===== config.mk =====
export PLATFORM = sky130hd
export DESIGN_NAME = vector_inst_dispatcher_flat
export DESIGN_NICKNAME = d
export VERILOG_FILES = /design/src/rtl/vector_inst_dispatcher_if.sv /design/src/rtl/vector_inst_dispatcher.sv /design/src/flat_wrapper.sv
export SDC_FILE = /design/constraint.sdc
export NUM_CORES = 1
export LEC_CHECK = 0
export CAP_MARGIN = 20
export CORE_UTILIZATION = 42
export DETAILED_ROUTE_END_ITERATION = 10
export PLACE_DENSITY = 0.76
export SYNTH_ARGS = -nofsm -noshare
export SYNTH_HDL_FRONTEND = slang
export SYNTH_SLANG_ARGS = --single-unit

===== constraint.sdc =====
create_clock -name clk -period 2.3 [get_ports clk]
set_input_delay 0.345 -clock clk [delete_from_list [all_inputs] [get_ports clk]]
set_output_delay 0.345 -clock clk [all_outputs]
set_load 0.02 [all_outputs]

===== src/rtl/vector_inst_dispatcher_if.sv =====
// Bundle of the scalar-request, vector-issue and completion signals around the
// vector instruction dispatcher. The master modport is the dispatcher itself;
// the slave modport is its environment (scalar pipeline plus vector processor).
interface vector_inst_dispatcher_if #(
  parameter int unsigned XLEN = 32
);
  // Scalar pipeline request side
  logic            req_valid;
  logic            req_ready;
  logic [XLEN-1:0] req_instruction;
  logic [XLEN-1:0] req_rs1_data;
  logic [XLEN-1:0] req_rs2_data;

  // Issue towards the vector processor
  logic            inst_valid;
  logic [XLEN-1:0] instruction;
  logic [XLEN-1:0] rs1_data;
  logic [XLEN-1:0] rs2_data;
  logic            vec_pro_ready;
  logic            is_vec;
  logic            scalar_pro_ready;
  logic            vec_pro_ack;
  logic [XLEN-1:0] csr_out;

  // Completion back to the scalar pipeline
  logic            resp_valid;
  logic [XLEN-1:0] resp_data;
  logic            resp_illegal;
  logic            resp_timeout;
  logic            busy;

  modport master (
    input  req_valid, req_instruction, req_rs1_data, req_rs2_data,
    input  vec_pro_ready, is_vec, vec_pro_ack, csr_out,
    output req_ready, inst_valid, instruction, rs1_data, rs2_data,
    output scalar_pro_ready, resp_valid, resp_data, resp_illegal, resp_timeout, busy
  );

  modport slave (
    output req_valid, req_instruction, req_rs1_data, req_rs2_data,
    output vec_pro_ready, is_vec, vec_pro_ack, csr_out,
    input  req_ready, inst_valid, instruction, rs1_data, rs2_data,
    input  scalar_pro_ready, resp_valid, resp_data, resp_illegal, resp_timeout, busy
  );
endinterface


===== src/rtl/vector_inst_dispatcher.sv =====
// Scalar-side issue unit: queues vector instructions with their operands, issues
// them one at a time to the vector processor, waits for completion and returns a
// single-cycle response (CSR data, illegal flag, timeout flag).
module vector_inst_dispatcher #(
  parameter int unsigned DEPTH   = 2,
  parameter int unsigned TIMEOUT = 1024,
  parameter int unsigned XLEN    = 32
) (
  input logic                      clk,
  input logic                      reset,
  vector_inst_dispatcher_if.master bus
);

  localparam int unsigned PtrW = (DEPTH > 1) ? $clog2(DEPTH) : 1;
  localparam int unsigned CntW = $clog2(DEPTH + 1);
  localparam int unsigned TmrW = $clog2(TIMEOUT);

  localparam logic [PtrW-1:0] LastPtr = PtrW'(DEPTH - 1);
  localparam logic [CntW-1:0] FullCnt = CntW'(DEPTH);
  localparam logic [TmrW-1:0] TmrLast = TmrW'(TIMEOUT - 1);

  typedef enum logic [2:0] {StIdle, StSend, StCheck, StWaitAck, StResp} state_e;

  state_e          state_q;
  logic [XLEN-1:0] mem_inst [DEPTH];
  logic [XLEN-1:0] mem_rs1  [DEPTH];
  logic [XLEN-1:0] mem_rs2  [DEPTH];
  logic [PtrW-1:0] wr_ptr_q;
  logic [PtrW-1:0] rd_ptr_q;
  logic [CntW-1:0] count_q;
  logic [TmrW-1:0] timer_q;

  logic            inst_valid_q;
  logic            scalar_ready_q;
  logic [XLEN-1:0] inst_q;
  logic [XLEN-1:0] rs1_q;
  logic [XLEN-1:0] rs2_q;
  logic            resp_valid_q;
  logic [XLEN-1:0] resp_data_q;
  logic            resp_illegal_q;
  logic            resp_timeout_q;

  logic            full;
  logic            empty;
  logic            push;
  logic            pop;
  logic            timer_done;
  logic [TmrW-1:0] timer_next;

  // Full blocks a push even when the same cycle pops.
  assign full       = (count_q == FullCnt);
  assign empty      = (count_q == '0);
  assign push       = bus.req_valid && !full;
  assign pop        = (state_q == StIdle) && !empty;
  assign timer_done = (timer_q == TmrLast);
  // Saturate so a transfer on the expiry cycle cannot wrap the budget back to zero.
  assign timer_next = timer_done ? timer_q : timer_q + 1'b1;

  // FIFO storage: write the incoming request at the write pointer.
  always_ff @(posedge clk or negedge reset) begin
    if (!reset) begin
      for (int unsigned i = 0; i < DEPTH; i++) begin
        mem_inst[i] <= '0;
        mem_rs1[i]  <= '0;
        mem_rs2[i]  <= '0;
      end
    end else if (push) begin
      mem_inst[wr_ptr_q] <= bus.req_instruction;
      mem_rs1[wr_ptr_q]  <= bus.req_rs1_data;
      mem_rs2[wr_ptr_q]  <= bus.req_rs2_data;
    end
  end

  // FIFO pointers and occupancy; pointers wrap at DEPTH-1.
  always_ff @(posedge clk or negedge reset) begin
    if (!reset) begin
      wr_ptr_q <= '0;
      rd_ptr_q <= '0;
      count_q  <= '0;
    end else begin
      if (push) begin
        wr_ptr_q <= (wr_ptr_q == LastPtr) ? '0 : wr_ptr_q + 1'b1;
      end
      if (pop) begin
        rd_ptr_q <= (rd_ptr_q == LastPtr) ? '0 : rd_ptr_q + 1'b1;
      end
      if (push && !pop) begin
        count_q <= count_q + 1'b1;
      end else if (pop && !push) begin
        count_q <= count_q - 1'b1;
      end
    end
  end

  // Issue/completion FSM with registered outputs and the SEND/WAIT_ACK timer.
  always_ff @(posedge clk or negedge reset) begin
    if (!reset) begin
      state_q        <= StIdle;
      timer_q        <= '0;
      inst_valid_q   <= 1'b0;
      scalar_ready_q <= 1'b0;
      inst_q         <= '0;
      rs1_q          <= '0;
      rs2_q          <= '0;
      resp_valid_q   <= 1'b0;
      resp_data_q    <= '0;
      resp_illegal_q <= 1'b0;
      resp_timeout_q <= 1'b0;
    end else begin
      unique case (state_q)
        StIdle: begin
          if (pop) begin
            inst_q       <= mem_inst[rd_ptr_q];
            rs1_q        <= mem_rs1[rd_ptr_q];
            rs2_q        <= mem_rs2[rd_ptr_q];
            inst_valid_q <= 1'b1;
            timer_q      <= '0;
            state_q      <= StSend;
          end
        end
        StSend: begin
          timer_q <= timer_next;
          if (bus.vec_pro_ready) begin
            inst_valid_q <= 1'b0;
            state_q      <= StCheck;
          end else if (timer_done) begin
            inst_valid_q   <= 1'b0;
            resp_valid_q   <= 1'b1;
            resp_timeout_q <= 1'b1;
            resp_data_q    <= '0;
            state_q        <= StResp;
          end
        end
        StCheck: begin
          if (bus.is_vec) begin
            scalar_ready_q <= 1'b1;
            state_q        <= StWaitAck;
          end else begin
            resp_valid_q   <= 1'b1;
            resp_illegal_q <= 1'b1;
            resp_data_q    <= '0;
            state_q        <= StResp;
          end
        end
        StWaitAck: begin
          timer_q <= timer_next;
          if (bus.vec_pro_ack) begin
            scalar_ready_q <= 1'b0;
            resp_valid_q   <= 1'b1;
            resp_data_q    <= bus.csr_out;
            state_q        <= StResp;
          end else if (timer_done) begin
            scalar_ready_q <= 1'b0;
            resp_valid_q   <= 1'b1;
            resp_timeout_q <= 1'b1;
            resp_data_q    <= '0;
            state_q        <= StResp;
          end
        end
        StResp: begin
          resp_valid_q   <= 1'b0;
          resp_data_q    <= '0;
          resp_illegal_q <= 1'b0;
          resp_timeout_q <= 1'b0;
          state_q        <= StIdle;
        end
        default: state_q <= StIdle;
      endcase
    end
  end

  assign bus.req_ready        = !full;
  assign bus.inst_valid       = inst_valid_q;
  assign bus.instruction      = inst_q;
  assign bus.rs1_data         = rs1_q;
  assign bus.rs2_data         = rs2_q;
  assign bus.scalar_pro_ready = scalar_ready_q;
  assign bus.resp_valid       = resp_valid_q;
  assign bus.resp_data        = resp_data_q;
  assign bus.resp_illegal     = resp_illegal_q;
  assign bus.resp_timeout     = resp_timeout_q;
  assign bus.busy             = (state_q != StIdle) || !empty;

endmodule


===== src/flat_wrapper.sv =====
// flat-port wrapper written by rule: the top's interface ports become plain ports
module vector_inst_dispatcher_flat 
#(
  parameter int unsigned DEPTH   = 2,
  parameter int unsigned TIMEOUT = 1024,
  parameter int unsigned XLEN    = 32
)
  (clk, reset, bus_req_valid, bus_req_instruction, bus_req_rs1_data, bus_req_rs2_data, bus_vec_pro_ready, bus_is_vec, bus_vec_pro_ack, bus_csr_out, bus_req_ready, bus_inst_valid, bus_instruction, bus_rs1_data, bus_rs2_data, bus_scalar_pro_ready, bus_resp_valid, bus_resp_data, bus_resp_illegal, bus_resp_timeout, bus_busy);
  vector_inst_dispatcher_if #(.XLEN(XLEN)) bus_i ();
  input logic clk;
  input logic reset;
  input wire logic [$bits(bus_i.req_valid)-1:0] bus_req_valid;
  input wire logic [$bits(bus_i.req_instruction)-1:0] bus_req_instruction;
  input wire logic [$bits(bus_i.req_rs1_data)-1:0] bus_req_rs1_data;
  input wire logic [$bits(bus_i.req_rs2_data)-1:0] bus_req_rs2_data;
  input wire logic [$bits(bus_i.vec_pro_ready)-1:0] bus_vec_pro_ready;
  input wire logic [$bits(bus_i.is_vec)-1:0] bus_is_vec;
  input wire logic [$bits(bus_i.vec_pro_ack)-1:0] bus_vec_pro_ack;
  input wire logic [$bits(bus_i.csr_out)-1:0] bus_csr_out;
  output wire logic [$bits(bus_i.req_ready)-1:0] bus_req_ready;
  output wire logic [$bits(bus_i.inst_valid)-1:0] bus_inst_valid;
  output wire logic [$bits(bus_i.instruction)-1:0] bus_instruction;
  output wire logic [$bits(bus_i.rs1_data)-1:0] bus_rs1_data;
  output wire logic [$bits(bus_i.rs2_data)-1:0] bus_rs2_data;
  output wire logic [$bits(bus_i.scalar_pro_ready)-1:0] bus_scalar_pro_ready;
  output wire logic [$bits(bus_i.resp_valid)-1:0] bus_resp_valid;
  output wire logic [$bits(bus_i.resp_data)-1:0] bus_resp_data;
  output wire logic [$bits(bus_i.resp_illegal)-1:0] bus_resp_illegal;
  output wire logic [$bits(bus_i.resp_timeout)-1:0] bus_resp_timeout;
  output wire logic [$bits(bus_i.busy)-1:0] bus_busy;
  assign bus_i.req_valid = bus_req_valid;
  assign bus_i.req_instruction = bus_req_instruction;
  assign bus_i.req_rs1_data = bus_req_rs1_data;
  assign bus_i.req_rs2_data = bus_req_rs2_data;
  assign bus_i.vec_pro_ready = bus_vec_pro_ready;
  assign bus_i.is_vec = bus_is_vec;
  assign bus_i.vec_pro_ack = bus_vec_pro_ack;
  assign bus_i.csr_out = bus_csr_out;
  assign bus_req_ready = bus_i.req_ready;
  assign bus_inst_valid = bus_i.inst_valid;
  assign bus_instruction = bus_i.instruction;
  assign bus_rs1_data = bus_i.rs1_data;
  assign bus_rs2_data = bus_i.rs2_data;
  assign bus_scalar_pro_ready = bus_i.scalar_pro_ready;
  assign bus_resp_valid = bus_i.resp_valid;
  assign bus_resp_data = bus_i.resp_data;
  assign bus_resp_illegal = bus_i.resp_illegal;
  assign bus_resp_timeout = bus_i.resp_timeout;
  assign bus_busy = bus_i.busy;
  vector_inst_dispatcher #(.DEPTH(DEPTH), .TIMEOUT(TIMEOUT), .XLEN(XLEN)) u_core (.clk(clk), .reset(reset), .bus(bus_i));
endmodule

==> flow_results.xml <==
<?xml version="1.0" encoding="UTF-8"?>
<metrics>
  <group name="detailed_routing">
    <metric name="drc_errors" unit="">0</metric>
    <metric name="drt_pass1_iterations" unit="">4</metric>
    <metric name="postRouteWirelength" unit="um">29900</metric>
    <metric name="post_drt_wl_per_cell" unit="um">17.1</metric>
    <metric name="ant_nets" unit="">0</metric>
    <metric name="dr_total_vias" unit="">8861</metric>
    <metric name="via_per_inst" unit="">5.05</metric>
    <metric name="dr.first_iter.drc_count" unit="">365</metric>
  </group>
  <group name="timing">
    <metric name="relative_slew_slack" unit="">0.683</metric>
    <metric name="timing_max_transition_violations_final" unit="">0</metric>
    <metric name="final.min_clock_period" unit="ps">2180</metric>
    <metric name="setup_ws" unit="ps">120</metric>
    <metric name="setup_violations" unit="">0</metric>
    <metric name="rsz0062_at_grt" unit="">false</metric>
    <metric name="tns" unit="ps">0</metric>
    <metric name="worst_slew_pin_slew" unit="ps">476</metric>
    <metric name="fin_worst_skew" unit="ps">11.6</metric>
    <metric name="timing.final.hold_violations" unit="">0</metric>
    <metric name="fmax" unit="MHz">459</metric>
    <metric name="final.period_utilization" unit="">0.948</metric>
  </group>
  <group name="min_path">
    <metric name="hold_path_class" unit="">in2async</metric>
  </group>
  <group name="logic_synthesis">
    <metric name="total_of_flip_flops_plus_latches_after_synthesis" unit="">342</metric>
    <metric name="synth.net_count" unit="">1159</metric>
    <metric name="post_synthesis_share_of_cell_area_spent_on_xor_and_xnor_gates" unit="">0.00316</metric>
    <metric name="postSynth.asyncResetShare" unit="">1.00</metric>
    <metric name="yosysWarnings" unit="">0</metric>
    <metric name="synth.mux.area_fraction" unit="">0.227</metric>
    <metric name="synthDominantCellAreaShare" unit="">0.619</metric>
    <metric name="most_used_dff_post_synth" unit="">dfrtp_1</metric>
    <metric name="synth_fa_ha_area_frac" unit="">0.00181</metric>
    <metric name="synth_compound_gate_area_share" unit="">0.0723</metric>
    <metric name="syn_inst" unit="">1023</metric>
    <metric name="number_of_flops_mapped_to_enable_cells_by_yosys" unit="">0</metric>
    <metric name="syn-cell-area" unit="um2">13800</metric>
    <metric name="post_synth.cell_area_avg" unit="um2">13.5</metric>
    <metric name="synth_simple_gate_area_frac" unit="">0.0498</metric>
    <metric name="seq_area_frac_synth" unit="">0.619</metric>
    <metric name="cell_type_with_the_highest_aggregate_area_in_the_netlist" unit="">dfrtp_1</metric>
    <metric name="netlist-cell-type-count" unit="">56</metric>
    <metric name="synth_top_cells_by_area" unit="">dfrtp_1, mux2_2, mux2i_1, o21ai_0, nand2_1</metric>
    <metric name="largest_family_of_logic_cells_by_synthesized_area" unit="">multiplexers</metric>
  </group>
  <group name="placement">
    <metric name="gp_congestion" unit="">0.776</metric>
    <metric name="placement.cell_area" unit="um2">17100</metric>
    <metric name="place_hpwl" unit="um">19200</metric>
    <metric name="port_buffers" unit="">268</metric>
    <metric name="pre_cts_slack" unit="ps">93.3</metric>
  </group>
  <group name="clock_tree">
    <metric name="clkSinkCount" unit="">342</metric>
    <metric name="cts_root_buffer" unit="">clkbuf_16</metric>
    <metric name="clock_tree.buffer_depth" unit="">3</metric>
    <metric name="cts_tree" unit="">done</metric>
    <metric name="htree_num_levels" unit="">2</metric>
    <metric name="cts_made_buffers" unit="">37</metric>
    <metric name="clkTransAtPathRegs" unit="ps">60</metric>
    <metric name="worstSkewPairLatency" unit="ps">510</metric>
    <metric name="cts_setup_buffers" unit="">0</metric>
  </group>
  <group name="job">
    <metric name="timing.max_cap.violations" unit="">0</metric>
  </group>
  <group name="final_layout">
    <metric name="drive_above_1_share" unit="">0.210</metric>
    <metric name="layout.filler_cells" unit="">2687</metric>
    <metric name="layout-area-overhead-vs-synth" unit="%">32.2</metric>
    <metric name="area.sequential" unit="um2">8560</metric>
    <metric name="multi_input_combinational_cell_area" unit="um2">4920</metric>
    <metric name="final_area" unit="um2">18300</metric>
    <metric name="final_nets" unit="">1427</metric>
  </group>
  <group name="setup_path">
    <metric name="cp.arrival" unit="ps">1830</metric>
    <metric name="worstPathRequired" unit="ps">1960</metric>
    <metric name="critical_path.startpoint_type" unit="">flop</metric>
    <metric name="timing.critical_path.to_type" unit="">primary output</metric>
    <metric name="timing_worst_setup_path_type" unit="">reg2out</metric>
    <metric name="crit_fanout" unit="">6</metric>
  </group>
  <group name="global_routing">
    <metric name="grt_max_degree" unit="">90</metric>
    <metric name="antenna_found_initial" unit="">4</metric>
    <metric name="gr-usage-all-layers" unit="">0.180</metric>
    <metric name="global_route.overflow_total" unit="">0</metric>
    <metric name="grt_pass1_wl" unit="um">48600</metric>
    <metric name="vias_in_the_first_global_route" unit="">9218</metric>
  </group>
  <group name="power">
    <metric name="p_per_area" unit="nW/um2">1510</metric>
    <metric name="ir_worst_vdd" unit="uV">774</metric>
    <metric name="p_leak" unit="nW">8.01</metric>
  </group>
  <group name="floorplan">
    <metric name="starting_density_of_the_core" unit="">0.426</metric>
    <metric name="ios" unit="">269</metric>
    <metric name="fp.dieW" unit="um">184</metric>
    <metric name="die_height" unit="um">184</metric>
    <metric name="fp-row-count" unit="">66</metric>
    <metric name="die_area" unit="um2">33700</metric>
    <metric name="placeableCoreArea" unit="um2">32500</metric>
  </group>
  <group name="outcome">
    <metric name="outcome" unit="">finished, final reports clean</metric>
  </group>
</metrics>
## power breakdown
group	internal [mW]	switching, mW	leakage [nW]
combinational	5.86	5.45	3.30
clock	3.34	2.26	0.557
sequential	9.04	1.70	4.16
total	18.2	9.42	8.01
## final timing paths
check / from / to / slack (ps) / depth (start not counted)
setup / recovery: u_core.count_q[0] / bus_req_ready / 120 / 2
hold / removal: reset / u_core.bus.resp_data[12] / 360 / 2
setup reg to reg: u_core.timer_q[0] / u_core.bus.resp_data[29] / 400 / 6
hold reg to reg: u_core.bus.rs2_data[21] / u_core.bus.rs2_data[21] / 480 / 2
max in group asynchronous: reset / u_core.bus.rs1_data[2] / 1130 / 4
min in group clk: bus_csr_out[2] / u_core.bus.resp_data[2] / 450 / 2
## sequential cells by signal, indices dropped and copies added, names as in the netlist
name / count
u_core.bus.inst_valid: 1
u_core.bus.resp_illegal: 1
u_core.bus.scalar_pro_ready: 1
u_core.bus.rs1_data: 32
u_core.bus.instruction: 32
u_core.count_q: 2
u_core.wr_ptr_q: 1
u_core.mem_inst: 64
u_core.bus.resp_data: 32
u_core.rd_ptr_q: 1
u_core.mem_rs1: 64
u_core.state_q: 3
u_core.mem_rs2: 64
u_core.bus.rs2_data: 32
u_core.timer_q: 10
u_core.bus.resp_valid: 1
u_core.bus.resp_timeout: 1
## cell usage in the layout (no fill, tap or decap), types with 3 or more instances in the layout
cell type / instances
dfrtp_1: 340
clkdlybuf4s50_1: 266
mux2_2: 186
nand2_1: 107
o21ai_0: 99
mux2i_1: 98
clkbuf_16: 37
a22o_1: 32
buf_12: 15
clkbuf_1: 10
buf_4: 8
inv_1: 6
mux2_1: 6
nor2_1: 5
nand3_1: 5
o31ai_1: 5
a21oi_1: 5
nand2b_1: 5
clkbuf_8: 5
nor2b_1: 4
clkinv_2: 4
inv_6: 3
xnor2_1: 3
and3_1: 3
or4_1: 3
a21o_1: 3
## routing by layer
metal  track usage  wire length [um]  up-vias  part of all wire
met5             0                22        -           0.00073
met4        0.0510               679        4             0.023
met3        0.0529              1930       55             0.064
met2         0.294             14100      195              0.47
met1         0.232             13200     4440              0.44
li1              -                 -     4167                 -
## per-stage QoR
| stage | std cells | power (mW) | util | hold slack, ps |
|---|---|---|---|---|
| after global placement | 1692 | 21.8 | 0.527 | 284 |
| after CTS | 1753 | 28.0 | 0.562 | 349 |
| final | 1755 | 27.7 | 0.564 | 360 |
| after detailed placement | 1692 | 22.3 | 0.527 | 286 |
| after floorplan | 1023 | 17.8 | - | 49.4 |
| after global routing | 1755 | 29.5 | 0.564 | 373 |
## critical path, stage by stage, from the launching register on
cell and delay (ps):
dfrtp_1 460, nand2b_2 240, clkdlybuf4s50_1 630
## cell type report
class                      instances  share of cell area
timing repair buffer             293               0.169
inverter                           7             0.00171
multi-input combinational        610               0.269
clock inverter                     8             0.00534
clock buffer                      52              0.0564
antenna                            1            0.000137
sequential                       342               0.468
tap                              442              0.0302
## synthesized netlist by cell type (all sizes together) (2+ instances only)
library cell / number
or3: 2
clkbuf: 19
a21o: 3
a21oi: 5
mux2: 192
or4: 3
a31oi: 2
and2: 2
nand2b: 6
o21ai: 101
buf: 45
dfrtp: 342
nand2: 107
and3: 4
o31ai: 5
o2111ai: 2
nor3: 3
a22o: 32
inv: 7
and4: 3
mux2i: 98
nor2b: 4
ha: 2
xnor2: 3
nor2: 6
xor2: 2
nand4: 2
nand3: 6
## kinds of logic (layout without fill, tap and decap cells)
| kind of cell | Yosys count | in the layout |
|---|---|---|
| compound gates | 161 | 161 |
| xor+xnor | 5 | 5 |
| fa+ha+maj | 2 | 2 |
| buf+inv | 71 | 360 |
| flops | 342 | 342 |
| mux | 290 | 290 |
| other cells | 0 | 1 |
| simple gates | 152 | 152 |
## what timing repair did
action                                  4_1_cts  5_1_grt
gates resized for setup                       1        2
hold buffers                                  1        0
endpoints found under the setup margin        1        2
hold endpoints to repair                     43        0
(Power assumes the default switching activity.)
